===== src/rtl/float_to_fixed_unit.sv =====
// float16 to signed 8.8 fixed-point converter.
// Multi-cycle serial shifter with a start/done handshake.
module float_to_fixed_unit #(
   parameter int ROUND = 0
) (
   input  logic        clk,
   input  logic        reset,
   input  logic        start,
   input  logic [15:0] flt_in,
   output logic [15:0] fix_out,
   output logic        done,
   output logic        busy
);

   typedef enum logic [1:0] {
      IDLE,
      DECODE,
      SHIFT,
      FINISH
   } state_t;

   state_t      state;
   state_t      state_nx;
   logic [15:0] flt;
   logic [15:0] mag;
   logic        guard;
   logic        dir;
   logic [4:0]  n;

   logic [4:0]  exp_w;
   logic        is_zero;
   logic        is_sat;
   logic        go_left;
   logic [4:0]  n_dec;
   logic        rnd_bit;
   logic [16:0] rnd_sum;
   logic [15:0] sat_val;

   always_comb begin
      exp_w   = flt[14:10];
      is_zero = (exp_w == 5'd0);
      // exp 22 and above always land outside the 8.8 range
      is_sat  = (exp_w >= 5'd22);
      go_left = (exp_w >= 5'd17);
      n_dec   = go_left ? (exp_w - 5'd17) : (5'd17 - exp_w);
   end

   always_comb begin
      state_nx = state;
      unique case (state)
         IDLE:
            if (start) state_nx = DECODE;
         DECODE:
            if (is_zero || is_sat || n_dec == 5'd0)
               state_nx = FINISH;
            else
               state_nx = SHIFT;
         SHIFT:
            if (n == 5'd1) state_nx = FINISH;
         FINISH:
            state_nx = IDLE;
      endcase
   end

   always_comb begin
      rnd_bit = (ROUND != 0) && guard;
      rnd_sum = {1'b0, mag} + {16'd0, rnd_bit};
      sat_val = 16'h0000;
      if (flt[15]) begin
         if (rnd_sum > 17'h08000)
            sat_val = 16'h8000;
         else
            sat_val = ~rnd_sum[15:0] + 16'd1;
      end else begin
         if (rnd_sum > 17'h07FFF)
            sat_val = 16'h7FFF;
         else
            sat_val = rnd_sum[15:0];
      end
   end

   always_ff @(posedge clk) begin
      if (reset) begin
         state   <= IDLE;
         flt     <= 16'h0000;
         mag     <= 16'h0000;
         guard   <= 1'b0;
         dir     <= 1'b0;
         n       <= 5'd0;
         fix_out <= 16'h0000;
         done    <= 1'b0;
         busy    <= 1'b0;
      end else begin
         state <= state_nx;
         done  <= 1'b0;
         unique case (state)
            IDLE: begin
               if (start) begin
                  flt  <= flt_in;
                  busy <= 1'b1;
               end
            end
            DECODE: begin
               guard <= 1'b0;
               dir   <= go_left;
               n     <= n_dec;
               // all-ones magnitude forces the saturating path
               if (is_zero)
                  mag <= 16'h0000;
               else if (is_sat)
                  mag <= 16'hFFFF;
               else
                  mag <= {5'd0, 1'b1, flt[9:0]};
            end
            SHIFT: begin
               n <= n - 5'd1;
               if (dir) begin
                  mag <= {mag[14:0], 1'b0};
               end else begin
                  mag   <= {1'b0, mag[15:1]};
                  guard <= mag[0];
               end
            end
            FINISH: begin
               fix_out <= sat_val;
               done    <= 1'b1;
               busy    <= 1'b0;
            end
         endcase
      end
   end

endmodule


===== config.mk =====
export PLATFORM = sky130hd
export DESIGN_NAME = float_to_fixed_unit
export DESIGN_NICKNAME = d
export VERILOG_FILES = /design/src/rtl/float_to_fixed_unit.sv
export SDC_FILE = /design/constraint.sdc
export NUM_CORES = 1
export LEC_CHECK = 0
export CAP_MARGIN = 20
export CORE_MARGIN = 4
export CORE_UTILIZATION = 51
export DETAILED_ROUTE_END_ITERATION = 6
export HOLD_SLACK_MARGIN = 0.08
export PLACE_DENSITY = 0.85
export SLEW_MARGIN = 20
export SYNTH_ARGS = -nofsm -noshare
export SYNTH_HDL_FRONTEND = slang
export SYNTH_SLANG_ARGS = --single-unit

===== constraint.sdc =====
create_clock -name clk -period 1.8 [get_ports clk]
set_input_delay 0.36 -clock clk [delete_from_list [all_inputs] [get_ports clk]]
set_output_delay 0.36 -clock clk [all_outputs]
set_load 0.01 [all_outputs]

# == After elaboration in Yosys (flattened, before gate mapping) ==
# Cells that the tools add are included.
# totals
register_bits,58
inputBits,19
word_cells,49
# classes
add_sub_neg,4
n_lt_le_gt_ge,4
eq_ne,6
muxes,16
bitwise,1
reduce_logical,10
# op_table
operator,count
16-bit two-way mux,6
16-bit one-hot mux with 2 select lines,1
16-bit by 1-bit adder with 16-bit output (second input constant),1
16-bit by 15-bit > comparator with 1-bit output (second input constant),1
16-bit > comparator (second input constant),1
16-bit inverter,1
5-bit >= comparator (second input constant),2
5-bit logical NOT,2
5-bit one-hot mux with 2 select lines,1
2-bit one-hot mux with 4 select lines,1
2-bit AND reduction,3
5-bit by 1-bit == test with 1-bit output (second input constant),1
5-bit two-way mux,1
5-bit by 1-bit subtractor with 5-bit output (second input constant),1
5-bit subtractor (first input constant),1
5-bit subtractor (second input constant),1
2-bit == test (second input constant),2
2-bit two-way mux,2
2-bit inequality test (second input constant),2
2-bit nonzero test,2
1-bit two-way mux,3
2-bit by 1-bit == test with 1-bit output (second input constant),1
2-bit logical NOT,1
1-bit logical OR,2
1-bit one-hot mux with 2 select lines,1

# == Depth between registers and ports, before layout ==
# Gate-level depths: netlist of the first run.
# depth
ltp_word,6
depth_mapped,8

# == Worst setup path after synthesis of the first run ==
# Ideal clock, no wire load.
# synth_timing
kind,register to register
startpoint,reg flt[11]
endpoint,reg n[2]
t_arrival_ps,1759
required_time_ps,1667
setup_slack_ps,-92
path_stages_with_launch,8
synth_period_minus_slack_ps,1892
path_cell_list,dfxtp_1 > inv_1 > ha_1 > a21boi_1 > a31oi_1 > mux2_2 > nand2_1 > a31oi_1
# synth_between
elab_chain_len,3
word_cells_on_any_way,5
# synth_rtl
element,line,rtl
from (decl),24,logic [15:0] flt;
from (signal assigned),99,flt <= flt_in;
5-bit subtractor / 5-bit >= comparator (equally long branches),"45, 44",
5-bit two-way mux *,45,n_dec = go_left ? (exp_w - 5'd17) : (5'd17 - exp_w);
5-bit one-hot mux with 2 select lines *,96,unique case (state)
to (signal assigned),106,n <= n_dec;
to (signal assigned),116,n <= n - 5'd1;
to (decl),28,logic [4:0] n;
# Every way passes the cells marked *; elsewhere a longest branch is shown, timed or not.
# A chain may end at the register's enable or synchronous reset.

# == Final worst setup path of the first run ==
# layout_timing
startpoint,reg flt[11]
endpoint,reg n[4]
# The elaborated chain is that of the path after synthesis.

==> results of run 1 <==
cell families after synthesis:
family / count (synthesis)
buffers and inverters: 53
adder cells (fa/ha/maj): 14
AND/OR/NAND/NOR: 157
flip-flops: 58
multiplexers: 24
XOR/XNOR: 7
AO/OA/AOI/OAI: 113
critical path, cell delays in order, from the launching register on:
cell and delay [ps]:
dfxtp_2 330, inv_2 70, ha_1 210, a21boi_2 170, and3_1 180, o311a_1 360
a311o_1 270
worst min-delay path by stage:
stage,start,end,slack [ps],cells past startpoint
global route,flt[3],flt[3],480,2
global placement,fix_out[9],fix_out[9],440,2
finish,flt[3],flt[3],450,2
floorplan,flt[0],flt[0],430,2
detailed placement,flt[2],flt[2],440,2
CTS,flt[2],flt[2],450,2
state kept, by name, indices dropped and copies added (netlist names):
name     flops
busy         1
dir          1
state        2
n            5
mag         16
fix_out     16
done         1
flt         16
area by class of cell:
type	count	share of cell area, %
clock buffer	9	2.911
clock inverter	7	2.764
inverter	16	1.411
multi-input combinational	315	48.40
sequential	58	27.32
tap	77	2.264
timing repair buffer	71	14.94
routing by layer:
metal | vias to the layer above | global-route usage (%) | part of all wire, %
met5 | - | 0 | 0
li1 | 1615 | - | -
met2 | 117 | 34.59 | 47
met1 | 1456 | 24.94 | 44
met3 | 17 | 5.750 | 6.7
met4 | 0 | 6.533 | 1.6
placed cells by master, fill, tap and decap left out, drive strengths merged, types with 4 or more instances in the layout:
cell type / instances
o21ai: 25
nand4: 7
o31ai: 4
dfxtp: 58
nor4: 5
xnor2: 5
a21oi: 32
ha: 14
mux2: 10
clkbuf: 9
nor2: 43
nand2: 57
nand3: 8
inv: 16
mux2i: 14
o211ai: 4
buf: 35
a31oi: 8
nor3: 13
a311oi: 12
clkdlybuf4s50: 36
a22o: 4
what timing repair did:
item / 4_1_cts / 5_1_grt
resized for setup: 0 / 4
pin swaps: 1 / 3
endpoints found under the setup margin: 1 / 17
buffers inserted: 0 / 2
power by group:
group | switching [W] | internal [W] | total (W)
clock network | 0.000558 | 0.000915 | 0.00147
logic | 0.00188 | 0.00152 | 0.00340
registers | 0.000286 | 0.00156 | 0.00185
total | 0.00273 | 0.00400 | 0.00673
per-stage QoR:
step                setup slack [ps]  hold WS [ps]
floorplan                      6.115         433.2
global placement               95.65         439.5
detailed placement             18.41         443.7
CTS                            9.429         453.8
global route                  -18.21         482.1
finish                         94.62         453.7
==> results.json, run 1 <==
{
  "slew_headroom_pct": 49.94,
  "netlist_top_cells_area": "dfxtp_1, nand2_1, ha_1",
  "synth_edf_count": 0,
  "drv_cap": 0,
  "clk-insertion-delay-late_ps": 350,
  "rr_startpoint": "flt[11]",
  "synthTopCellsByCount": "dfxtp_1, nand2_1, nor2_1",
  "viasPerCell": 5.796,
  "fin_nets": 504,
  "reg2reg_to": "n[4]",
  "synth_xor_xnor_area_share_pct": 1.753,
  "cts_tree": "built",
  "muxShareOfSynthArea_pct": 7.227,
  "placed_area_mm2": 0.003981,
  "endpoint": "n[4]",
  "antenna_left": 0,
  "drt_iter0_drc": 190,
  "antenna_cells": 0,
  "cp.required_ps": 2040,
  "cts_buffers": 9,
  "cts_root_buf": "clkbuf_8",
  "syn_to_final_growth_pct": 21.68,
  "hpwl_um": 6050,
  "io_pins": 37,
  "place_inst": 535,
  "dieArea_mm2": 0.008246,
  "ys_types": 67,
  "ys_warn_count": 0,
  "clk_pin_slew_ps": 70,
  "synth-main-ff-cell": "dfxtp_1",
  "synthAdderAreaFrac_pct": 5.009,
  "setup_tns_ps": 0,
  "syn_inst": 426,
  "power_w": 0.006727,
  "crit_start": "flt[11]",
  "grt_pass1_vias": 3119,
  "r2r_slack_ps": 90,
  "fin_area_mm2": 0.004255,
  "crit_path_end_kind": "register",
  "setup_viol": 0,
  "hold_path_class": "register to register",
  "syn_nets": 459,
  "tightest_slew_ps": 749.8,
  "regArea_mm2": 0.001162,
  "status": "finished, final reports clean",
  "hold_buffers": 0,
  "reg2regPathDepth": 6,
  "crit_arrival_ps": 1950,
  "groute.usage.overall_pct": 20.40,
  "firstDrtPassIters": 4,
  "leakage_nw": 1.549,
  "maxSlewViolCount": 0,
  "finalHoldViolations": 0,
  "grt_max_degree": 33,
  "path_class": "register to register",
  "synth.most_common_cell": "dfxtp_1",
  "start_kind": "register",
  "start_util_pct": 53.84,
  "synth_compound_area_share_pct": 21.47,
  "num_rows": 29,
  "path_max_fanout": 6,
  "die_h_um": 90.81,
  "post-route-min-period_ps": 1705,
  "fin_util_pct": 65.52,
  "fin_cells": 553,
  "wl_per_cell_um": 15.18,
  "cts_sinks": 58,
  "ys_seq_area_share_pct": 33.20,
  "grt_overflow_total": 0,
  "grt_antenna_before_repair": 0,
  "finalClockSkew_ps": 8.139,
  "clock.fmax_mhz": 586.4,
  "cts_buffer_depth": 2,
  "avgSynthCellArea_um2": 8.209,
  "core_mm2": 0.006495,
  "synth-seq-cells": 58,
  "synthArstFlopShare_pct": 0,
  "timing.final.crit_share_pct": 94.74,
  "grt_pass1_wl_um": 14090,
  "peakVddDrop_mv": 0.9338,
  "vias": 3205,
  "powerDensity_mw_per_mm2": 1581,
  "dieWidth_um": 90.81,
  "layout-drive-gt1-share_pct": 16.81,
  "yosys.area_share.simple_pct": 22.65,
  "gp_congestion": 0.8943,
  "cts.htree.levels": 3,
  "syn-cell-area_mm2": 0.003497,
  "nFillCells": 532,
  "port_buffers": 36,
  "synth_top_cell_area_share_pct": 33.20,
  "synth_top_family_by_area": "simple AND/OR/NAND/NOR gates",
  "drc": 0,
  "wl_um": 8396,
  "yosysTopAreaCell": "dfxtp_1",
  "multiInputGateArea_mm2": 0.002059
}
Note: power is estimated with default switching activity, not from simulation.
==> run 2: changes to the inputs <==
Settings changed: CTS_CLUSTER_DIAMETER from default to 40, HOLD_SLACK_MARGIN 0.08 to 0.15.
==> results of run 2 <==
The final DEF is identical to that of run 1; final timing and power are the same.
==> run 3: changes to the inputs <==
Settings changed: SKIP_LAST_GASP from default to 1.
==> results of run 3 <==
The final DEF is identical to that of run 1; final timing and power are the same.
